[src/rtl/merak_channel_arbiter_pkg.sv]
// Shared widths and state encoding for the Merak channel arbiter.
// Imported by the interface, the decoder and the arbiter top.
package merak_pkg;
  localparam int N_REQ = 8;
  localparam int IDX_W = 3;

  typedef enum logic {
    ST_IDLE = 1'b0,
    ST_BUSY = 1'b1
  } state_e;
endpackage

[src/rtl/merak_channel_arbiter_if.sv]
// Request/grant bundle between the requesters and the arbiter.
// The master drives req; the slave (the arbiter) drives the grant side.
interface merak_channel_arbiter_if;
  import merak_pkg::*;

  logic [N_REQ-1:0] req;
  logic [N_REQ-1:0] gnt;
  logic [IDX_W-1:0] gnt_idx;
  logic             gnt_valid;
  logic             hold_expired;

  modport master (
    output req,
    input  gnt,
    input  gnt_idx,
    input  gnt_valid,
    input  hold_expired
  );

  modport slave (
    input  req,
    output gnt,
    output gnt_idx,
    output gnt_valid,
    output hold_expired
  );
endinterface

[src/rtl/merak_channel_arbiter_dec.sv]
// 3-to-8 one-hot decoder.
// Turns the registered grant index into the raw grant vector.
module Decoder3to8 (
  input  logic [2:0] a_i,
  output logic [7:0] y_o
);
  always_comb begin
    y_o = 8'd0;
    y_o[a_i] = 1'b1;
  end
endmodule

[src/rtl/merak_channel_arbiter.sv]
// Round-robin arbiter sharing the Merak channel among 8 requesters.
// Grant is held while the owner requests, bounded by MAX_HOLD cycles.
module merak_channel_arbiter
  import merak_pkg::*;
#(
  parameter int MAX_HOLD = 16
) (
  input  logic                    clk,
  input  logic                    rst_n,
  merak_channel_arbiter_if.slave  bus
);
  localparam int CNT_W = (MAX_HOLD > 2) ? $clog2(MAX_HOLD) : 1;
  localparam logic [CNT_W-1:0] CNT_LAST = CNT_W'(MAX_HOLD - 1);

  state_e           state_q;
  logic [IDX_W-1:0] ptr_q;
  logic [IDX_W-1:0] idx_q;
  logic             valid_q;
  logic             hexp_q;
  logic [CNT_W-1:0] cnt_q;

  logic [IDX_W-1:0] win_d;
  logic [N_REQ-1:0] raw_gnt;

  // Lowest rotated offset from ptr wins, hence the descending scan.
  function automatic logic [IDX_W-1:0] rr_pick(
    input logic [N_REQ-1:0] r,
    input logic [IDX_W-1:0] p
  );
    logic [IDX_W-1:0] pick;
    logic [IDX_W-1:0] cand;
    pick = p;
    for (int k = N_REQ - 1; k >= 0; k--) begin
      cand = p + IDX_W'(k);
      if (r[cand]) pick = cand;
    end
    return pick;
  endfunction

  assign win_d = rr_pick(bus.req, ptr_q);

  always_ff @(posedge clk or negedge rst_n) begin
    if (!rst_n) begin
      state_q <= ST_IDLE;
      ptr_q   <= '0;
      idx_q   <= '0;
      valid_q <= 1'b0;
      hexp_q  <= 1'b0;
      cnt_q   <= '0;
    end else begin
      hexp_q <= 1'b0;
      unique case (state_q)
        ST_IDLE: begin
          if (|bus.req) begin
            idx_q   <= win_d;
            valid_q <= 1'b1;
            cnt_q   <= '0;
            state_q <= ST_BUSY;
          end
        end
        ST_BUSY: begin
          if (!bus.req[idx_q] || cnt_q == CNT_LAST) begin
            valid_q <= 1'b0;
            ptr_q   <= idx_q + IDX_W'(1);
            hexp_q  <= bus.req[idx_q];
            state_q <= ST_IDLE;
          end else begin
            cnt_q <= cnt_q + CNT_W'(1);
          end
        end
        default: state_q <= ST_IDLE;
      endcase
    end
  end

  Decoder3to8 u_dec (
    .a_i (idx_q),
    .y_o (raw_gnt)
  );

  assign bus.gnt          = raw_gnt & {N_REQ{valid_q}};
  assign bus.gnt_idx      = idx_q;
  assign bus.gnt_valid    = valid_q;
  assign bus.hold_expired = hexp_q;
endmodule
[src/flat_wrapper.sv]
// flat-port wrapper written by rule: the top's interface ports become plain ports
module merak_channel_arbiter_flat import merak_pkg::*;
#(
  parameter int MAX_HOLD = 16
)
  (clk, rst_n, bus_req, bus_gnt, bus_gnt_idx, bus_gnt_valid, bus_hold_expired);
  merak_channel_arbiter_if bus_i ();
  input  logic clk;
  input  logic rst_n;
  input wire logic [$bits(bus_i.req)-1:0] bus_req;
  output wire logic [$bits(bus_i.gnt)-1:0] bus_gnt;
  output wire logic [$bits(bus_i.gnt_idx)-1:0] bus_gnt_idx;
  output wire logic [$bits(bus_i.gnt_valid)-1:0] bus_gnt_valid;
  output wire logic [$bits(bus_i.hold_expired)-1:0] bus_hold_expired;
  assign bus_i.req = bus_req;
  assign bus_gnt = bus_i.gnt;
  assign bus_gnt_idx = bus_i.gnt_idx;
  assign bus_gnt_valid = bus_i.gnt_valid;
  assign bus_hold_expired = bus_i.hold_expired;
  merak_channel_arbiter #(.MAX_HOLD(MAX_HOLD)) u_core (.clk(clk), .rst_n(rst_n), .bus(bus_i));
endmodule
[config.mk]
export PLATFORM = sky130hd
export DESIGN_NAME = merak_channel_arbiter_flat
export DESIGN_NICKNAME = d
export VERILOG_FILES = /design/src/rtl/merak_channel_arbiter_pkg.sv /design/src/rtl/merak_channel_arbiter_if.sv /design/src/rtl/merak_channel_arbiter_dec.sv /design/src/rtl/merak_channel_arbiter.sv /design/src/flat_wrapper.sv
export SDC_FILE = /design/constraint.sdc
export NUM_CORES = 1
export LEC_CHECK = 0
export ABC_AREA = 1
export BUFFER_PORTS_ARGS = -buffer_cell sky130_fd_sc_hd__buf_2
export CAP_MARGIN = 20
export CORE_MARGIN = 2
export CORE_UTILIZATION = 27
export CTS_CLUSTER_DIAMETER = 40
export DETAILED_ROUTE_END_ITERATION = 12
export HOLD_SLACK_MARGIN = 0.1
export PLACE_DENSITY_LB_ADDON = 0.15
export SLEW_MARGIN = 25
export SYNTH_ARGS = -nofsm -noshare
export SYNTH_HDL_FRONTEND = slang
export SYNTH_SLANG_ARGS = --single-unit
[constraint.sdc]
create_clock -name clk -period 2.91 [get_ports clk]
set_input_delay 0.1455 -clock clk [delete_from_list [all_inputs] [get_ports clk]]
set_output_delay 0.1455 -clock clk [all_outputs]
set_load 0.05 [all_outputs]
==> results of run 1 <==
kinds of logic (layout without fill, tap and decap cells):
logic type               Yosys count  count (layout)  share of synthesized area [%]
AND/OR/NAND/NOR                  142             142                          46.80
adder cells (fa/ha/maj)            4               4                          3.707
AO/OA/AOI/OAI                     25              25                          11.03
flip-flops                        13              13                          24.10
buffers and inverters             33              58                          10.66
XOR/XNOR                           4               4                          3.707
worst paths after layout:
check                           slack, ns  cells past startpoint       startpoint                       to
worst max-delay path                 0.56                     15  u_core.ptr_q[0]    u_core.bus.gnt_idx[0]
worst min-delay path                 0.31                      2            rst_n           u_core.state_q
worst max register to register       0.56                     15  u_core.ptr_q[0]    u_core.bus.gnt_idx[0]
worst min register to register       0.51                      1  u_core.cnt_q[0]          u_core.cnt_q[0]
max in group asynchronous            2.37                      2            rst_n  u_core.bus.hold_expired
min in group clk                     0.45                      7       bus_req[2]  u_core.bus.hold_expired
repair_timing:
action,CTS,global route
hold buffers,1,0
gates resized for setup,0,0
endpoints found under the hold margin,13,0
setup endpoints to repair,0,0
sequential cells by signal (all words and copies together) (netlist names):
| signal | count |
|---|---|
| u_core.bus.gnt_idx | 3 |
| u_core.bus.gnt_valid | 1 |
| u_core.state_q | 1 |
| u_core.cnt_q | 4 |
| u_core.bus.hold_expired | 1 |
| u_core.ptr_q | 3 |
cell usage in the layout, fill, tap and decap left out, types with 2 or more instances in the layout:
cell	Yosys	layout
o21ai_1	3	3
nand2_2	3	3
a21oi_1	9	9
dfrtp_1	13	13
nand2_1	80	80
a31oi_1	3	3
nor2_1	16	16
nand3_2	3	3
clkbuf_8	0	3
buf_2	0	22
ha_1	4	4
o21ai_0	4	4
inv_4	2	2
nor2_4	2	2
nor2_2	2	2
xnor2_2	2	2
nand3_1	32	32
inv_1	21	21
inv_2	7	7
layer usage:
layer | part of all wire (%) | up-vias | global-route usage, % | wire [µm]
met1 | 47 | 636 | 20.96 | 1816
met2 | 47 | 37 | 25.37 | 1825
met4 | 1.5 | 0 | 5.952 | 56
met3 | 4.0 | 5 | 2.008 | 156
met5 | 0 | - | 0 | 0
li1 | - | 767 | - | -
per-stage QoR:
stage | instances | hold slack [ns]
2_1_floorplan | 221 | -0.1501
3_3_place_gp | 308 | 0.05514
3_5_place_dp | 308 | 0.05433
4_1_cts | 313 | 0.3192
5_1_grt | 313 | 0.3555
6_report | 313 | 0.3117
Yosys cell counts (2+ instances only):
cell type	instances	area (µm²)
buf_4	2	15.01
nand3_1	32	160.2
inv_2	7	26.28
xnor2_2	2	32.53
nand2_1	80	300.3
a31oi_1	3	18.77
nand3_2	3	30.03
nor2_4	2	22.52
nor2_1	16	60.06
nor2_2	2	12.51
inv_4	2	12.51
inv_1	21	78.83
o21ai_0	4	20.02
dfrtp_1	13	325.3
ha_1	4	50.05
o21ai_1	3	15.01
a21oi_1	9	45.04
nand2_2	3	18.77
final cells by class:
cell class | instances | share of cell area, %
Multi-Input combinational cell | 175 | 55.74
Tap cell | 67 | 5.305
Clock buffer | 4 | 2.850
Inverter | 30 | 7.443
Sequential cell | 13 | 20.59
Timing Repair Buffer | 24 | 8.076
worst register-to-register path, stage by stage, from the launching register on:
cell and delay (ns):
dfrtp_1 0.56, inv_2 0.16, ha_1 0.48, inv_2 0.12, nand3_1 0.14, nand3_1 0.12
nand2_1 0.14, inv_2 0.03, nand2_1 0.05, nand2_1 0.04, nand2_1 0.05, nand2_1 0.04
nand2_1 0.08, nand3_1 0.08, nand3_1 0.10, nand2_1 0.05
==> results by group, run 1 <==
Synth
  – Unique masters post-synth: 31
  – Ys Warns: 0
  – Post-synth EDFFs: 0
  – Register bit count reported by yosys: 13
  – Post-synthesis async set-or-reset flop share: 100.0%
  – Dominant synthesized flop cell: dfrtp_1
  – Post-Syn Nets: around 240
  – Synthesized cell area: 0.001350 mm²
  – Avg Cell Area, Syn: slightly above 6 µm²
  – Synthesized instance count: 221
  – Register area share after synthesis: approximately a quarter

STA
  – Clock Skew: 0.002079 ns
  – Fin. max-slew vios: 0
  – Unrepaired setup endpoints after global routing: no
  – Worst slew pin tran: 0.5296 ns
  – Slew HR: between 60 and 70%
  – Setup ws final: around 0.56 ns
  – Highest clock rate: between 400 and 500 MHz
  – Tcrit/Tclk final: 80.87%
  – Fin crit period: 2.353 ns
  – Setup-failing EPs final: 0
  – Setup_tns: 0 ns
  – Final Hold Viols: 0

Worst setup path
  – Crit path kind: reg -> reg
  – CP endpoint kind: flip-flop
  – CP Max Fanout: 12
  – CP dominant cell by count: nand2_1
  – Worst path required time: around 3.1 ns
  – Critical path's largest stage delay: 0.56 ns
  – Delay-heaviest family, CP: simple AND/OR/NAND/NOR gates
  – Slowest cell on crit path: dfrtp_1
  – Critical Path Start Type: flip-flop
  – CP arrival: about 2.5 ns
  – CP Cell Sequence: inv_2 > ha_1 > inv_2 > nand3_1 > nand3_1 > nand2_1 > inv_2 > nand2_1 > nand2_1 > nand2_1 > nand2_1 > nand2_1 > nand3_1 > nand3_1 > nand2_1
  – Worst path bufs/invs: 3

Final layout
  – Share of layout cells above drive strength 1: approximately 20%
  – Multi-input logic area: 880.8 µm²
  – Layout Nets: 261
  – Ant. Diodes: 0
  – FF/Latch Area: roughly 330 µm²
  – Fill count: between 500 and 600
  – Core Util, Final: approximately a third
  – Design area: 0.001580 mm²
  – Area grow syn2layout: 17.05%

Die
  – Die H: between 70 and 80 µm
  – Row cnt: 25
  – Core area: 0.004786 mm²
  – Initial core utilization: 28.21%
  – Die ar.: 0.005582 mm²
  – Top Ports: 23
  – DIE WIDTH: approximately 75 µm

Global routing
  – Number of global-route vias before repair: 1360
  – First-pass GRT wire length: about 6600 µm
  – Largest net degree at the start of global routing: 14
  – GRT Overall Usage: 15.55%
  – Initial antenna violation count: 0
  – Total grt overflow: 0

Detailed routing
  – DRC: 0
  – First drt pass iteration count: 4
  – WL final: 3855 µm
  – Drt wl/cell: approximately 12 µm
  – Antenna Violating Nets Remaining: 0
  – Post-DR vias/cell: 4.617
  – 1st-iter DRT viols: 114
  – Routed vias: 1445

Placement
  – DP HPWL: about 3200 µm
  – Port Buffers: 22
  – Dpl cell area: 0.001525 mm²
  – RePlAce Congestion: 0.9263
  – Setup Slack @ Placement: roughly 0.59 ns

Clock tree
  – H-tree levels: 1
  – Max Root-Sink Buffers: 2
  – CTS tree: done
  – Clock Tree Root: clkbuf_8
  – Clock Sinks: 13
  – Clk Latency, worst-skew pair: 0.25 ns
  – Post-CTS setup buffer count: 0
  – Num CTS Buffers: 3
  – Clock transition at path regs: 0.05 ns

Min path
  – Hold Crit Class: in -> async

Status
  – Status: finished, final reports clean

Run
  – Max-cap viol count: 0
Power of run 1 is not shown: default switching activity piles up to over one toggle a cycle in this logic, so the estimate is an artifact.
==> run 2, diff against run 1 <==
--- a/config.mk
+++ b/config.mk
@@ -5,7 +5,7 @@
 export SDC_FILE = /design/constraint.sdc
 export NUM_CORES = 1
 export LEC_CHECK = 0
-export ABC_AREA = 1
+export ABC_AREA = 0
 export BUFFER_PORTS_ARGS = -buffer_cell sky130_fd_sc_hd__buf_2
 export CAP_MARGIN = 20
 export CORE_MARGIN = 2
==> constraint.sdc (replaced) <==
create_clock -name clk -period 2.4 [get_ports clk]
set_input_delay 0.12 -clock clk [delete_from_list [all_inputs] [get_ports clk]]
set_output_delay 0.12 -clock clk [all_outputs]
set_load 0.05 [all_outputs]
==> run 2 against run 1 <==
Compared with the run above:
- utilization increased by 1.8 points
- sequential share of layout area decreased by 2.3 points
- final cell count decreased by 18%
- worst setup slack got worse by 0.45 ns
- register-to-register slack got worse by 0.45 ns
- flip-flop and latch count unchanged
- critical path depth decreased by 7
- die area increased by 5.4%
- non-clock buffer count increased by 11
- critical path type unchanged
- largest cell class unchanged
==> results by group, run 2 <==
Status
  – Status: finished, final reports clean

Die
  – Core area: about 0.005 mm²
  – DIE WIDTH: 76.72 µm
  – Die H: 76.72 µm
  – Initial core utilization: 27.95%
  – Row cnt: 26
  – Top Ports: 23
  – Die ar.: 0.005885 mm²

Detailed routing
  – Antenna Violating Nets Remaining: 0
  – Post-DR vias/cell: 5.145
  – WL final: 3949 µm
  – DRC: 0
  – Drt wl/cell: 15.43 µm
  – 1st-iter DRT viols: 80
  – First drt pass iteration count: 4
  – Routed vias: 1317

Clock tree
  – Clock Tree Root: clkbuf_8
  – Num CTS Buffers: 3
  – Clk Latency, worst-skew pair: between 0.2 and 0.25 ns
  – CTS tree: done
  – Clock transition at path regs: 0.06 ns
  – Clock Sinks: 13
  – Max Root-Sink Buffers: 2
  – H-tree levels: 1

Synth
  – Area leader, netlist: dfrtp_1
  – Post-synth EDFFs: 0
  – Post-synthesis xor/xnor area fraction: 2.366%
  – Synth top area share: 22.79%
  – Ys Warns: 0
  – Post-synthesis async set-or-reset flop share: 100.0%
  – Area contributors post-synth: dfrtp_1 23%, mux2i_1 9.1%, mux4_2 7.9%, mux4_1 7.4%, mux2_2 6.3%
  – Largest family of logic cells by synthesized area: multiplexers
  – Mux contribution to synthesized area: 30.67%
  – Dominant synthesized flop cell: dfrtp_1
  – Register area share after synthesis: 22.79%
  – Unique masters post-synth: 45
  – Count leader, synth: nand2_1
  – Synth Area in Simple Gates: 20.25%
  – Register bit count reported by yosys: 13
  – Compound-Gate Fraction of Synth Area: 15.95%
  – Avg Cell Area, Syn: 9.151 µm²
  – Post-Syn Nets: 170
  – Area share of fa/ha/maj cells after synthesis: 3.506%
  – Most frequent cells after synthesis: 23 x nand2_1, 13 x dfrtp_1, 13 x mux2i_1, 12 x nor2_1, 8 x mux2_2
  – Synthesized instance count: about 160
  – Synthesized cell area: 0.001428 mm²

Run
  – Max-cap viol count: 0

Worst setup path
  – Delay-heaviest family, CP: compound AO/OA/AOI/OAI gates
  – Slowest cell on crit path: dfrtp_1
  – Reg2Reg Depth: 8
  – Reg2reg end: u_core.bus.gnt_idx[1]
  – CP endpoint kind: flip-flop
  – R2R Path Start: u_core.ptr_q[0]
  – CP arrival: 2.42 ns
  – CP Max Fanout: 5
  – Worst path required time: around 2.5 ns
  – Worst path bufs/invs: 2
  – R2R Setup Slk: 0.10 ns
  – Crit path kind: reg -> reg
  – Critical Path Start Type: flip-flop
  – Critical path's largest stage delay: 0.41 ns
  – CP Cell Sequence: inv_2 > ha_2 > mux4_2 > mux2i_1 > buf_4 > o2111a_1 > o31ai_1 > a221o_1

Final layout
  – Area grow syn2layout: 24.72%
  – Commonest non-fill, non-tap cell in the layout: nand2_1
  – Ant. Diodes: 0
  – Reg with most FFs: u_core.cnt_q
  – Share of layout cells above drive strength 1: 32.80%
  – Most frequent cells in the layout: 23 x nand2_1, 22 x buf_2, 13 x dfrtp_1
  – Layout Nets: about 200
  – Largest register FFs: 4

Global routing
  – Largest net degree at the start of global routing: 19
  – Number of global-route vias before repair: 1393
  – Total grt overflow: 0
  – Initial antenna violation count: 0
  – First-pass GRT wire length: 6796 µm
  – GRT Overall Usage: 13.94%

STA
  – Clock Skew: 0.006339 ns
  – Setup_tns: 0 ns
  – Fin. max-slew vios: 0
  – Tcrit/Tclk final: 95.74%
  – Unrepaired setup endpoints after global routing: no
  – Final Hold Viols: 0
  – Setup-failing EPs final: 0
  – Highest clock rate: 435.2 MHz
  – Worst slew pin tran: 0.5744 ns
  – Slew HR: 61.71%
  – Fin crit period: ~2.3 ns

Placement
  – Port Buffers: 22
  – DP HPWL: between 3000 and 4000 µm
  – RePlAce Congestion: 0.8883

Min path
  – Hold Crit Class: in -> async
run 2: changes by cell type in the layout (fill, tap and decap cells not counted), sizes merged, moves of 9 or more:
cell,delta
nand2,-60
buf,+11
mux4,+9
nand3,-32
inv,-25
mux2i,+13
run 2: per-stage QoR:
| stage | utilization [%] | instance area (µm²) | instances | hold WS (ns) | setup WS (ns) |
|---|---|---|---|---|---|
| floorplan | - | 1451 | 156 | -0.1756 | 0.002099 |
| global placement | 32.90 | 1680 | 250 | 0.02691 | 0.08348 |
| detailed placement | 32.90 | 1680 | 250 | 0.02825 | 0.04690 |
| CTS | 33.98 | 1735 | 255 | 0.2988 | 0.04173 |
| global route | 34.86 | 1780 | 256 | 0.3170 | 0.01548 |
| finish | 34.86 | 1780 | 256 | 0.2987 | 0.1023 |
run 2: worst max-delay path by stage:
stage	from	cells after the start	end	slack [ns]
floorplan	u_core.ptr_q[1]	9	u_core.bus.gnt_idx[1]	0.002
global route	u_core.ptr_q[0]	8	u_core.bus.gnt_idx[1]	0.02
finish	u_core.ptr_q[0]	8	u_core.bus.gnt_idx[1]	0.10
global placement	u_core.ptr_q[0]	7	u_core.bus.gnt_idx[1]	0.08
CTS	u_core.ptr_q[0]	7	u_core.bus.gnt_idx[1]	0.04
detailed placement	u_core.ptr_q[0]	7	u_core.bus.gnt_idx[1]	0.05
run 2: worst reg2reg max path: stages, from the launching register on:
cell and delay, ns:
dfrtp_1 0.41, inv_2 0.07, ha_2 0.39, mux4_2 0.37
mux2i_1 0.21, buf_4 0.16, o2111a_1 0.17, o31ai_1 0.07
a221o_1 0.34
run 2: routing by layer:
layer	global-route usage [%]	wire, µm
met1	18.76	1778
met2	23.42	1912
met3	1.882	163
met4	3.818	95
met5	0	0
run 2: cells by family (layout without fill, tap and decap cells):
group           Yosys count  in the layout
fa+ha+maj                 4              4
buf+inv                  14             44
xor+xnor                  3              3
flops                    13             13
mux                      30             30
simple gates             61             61
compound gates           31             31
run 2: area by class of cell:
| cell class | count | area [µm²] |
|---|---|---|
| fillers | 526 | 3327 |
| multi-input cells | 129 | 1081 |
| repair buffers | 35 | 222.7 |
| well taps | 70 | 87.58 |
| clock buffers | 4 | 45.04 |
| inverters | 5 | 18.77 |
| flip-flops and latches | 13 | 325.3 |
run 2: repair_timing:
item                                    CTS  global route
endpoints found under the hold margin    13             0
buffers inserted                          0             1
endpoints found under the setup margin    0             2
resized for setup                         0             6
hold buffers                              1             0
Power of run 2 is left out for the same reason.
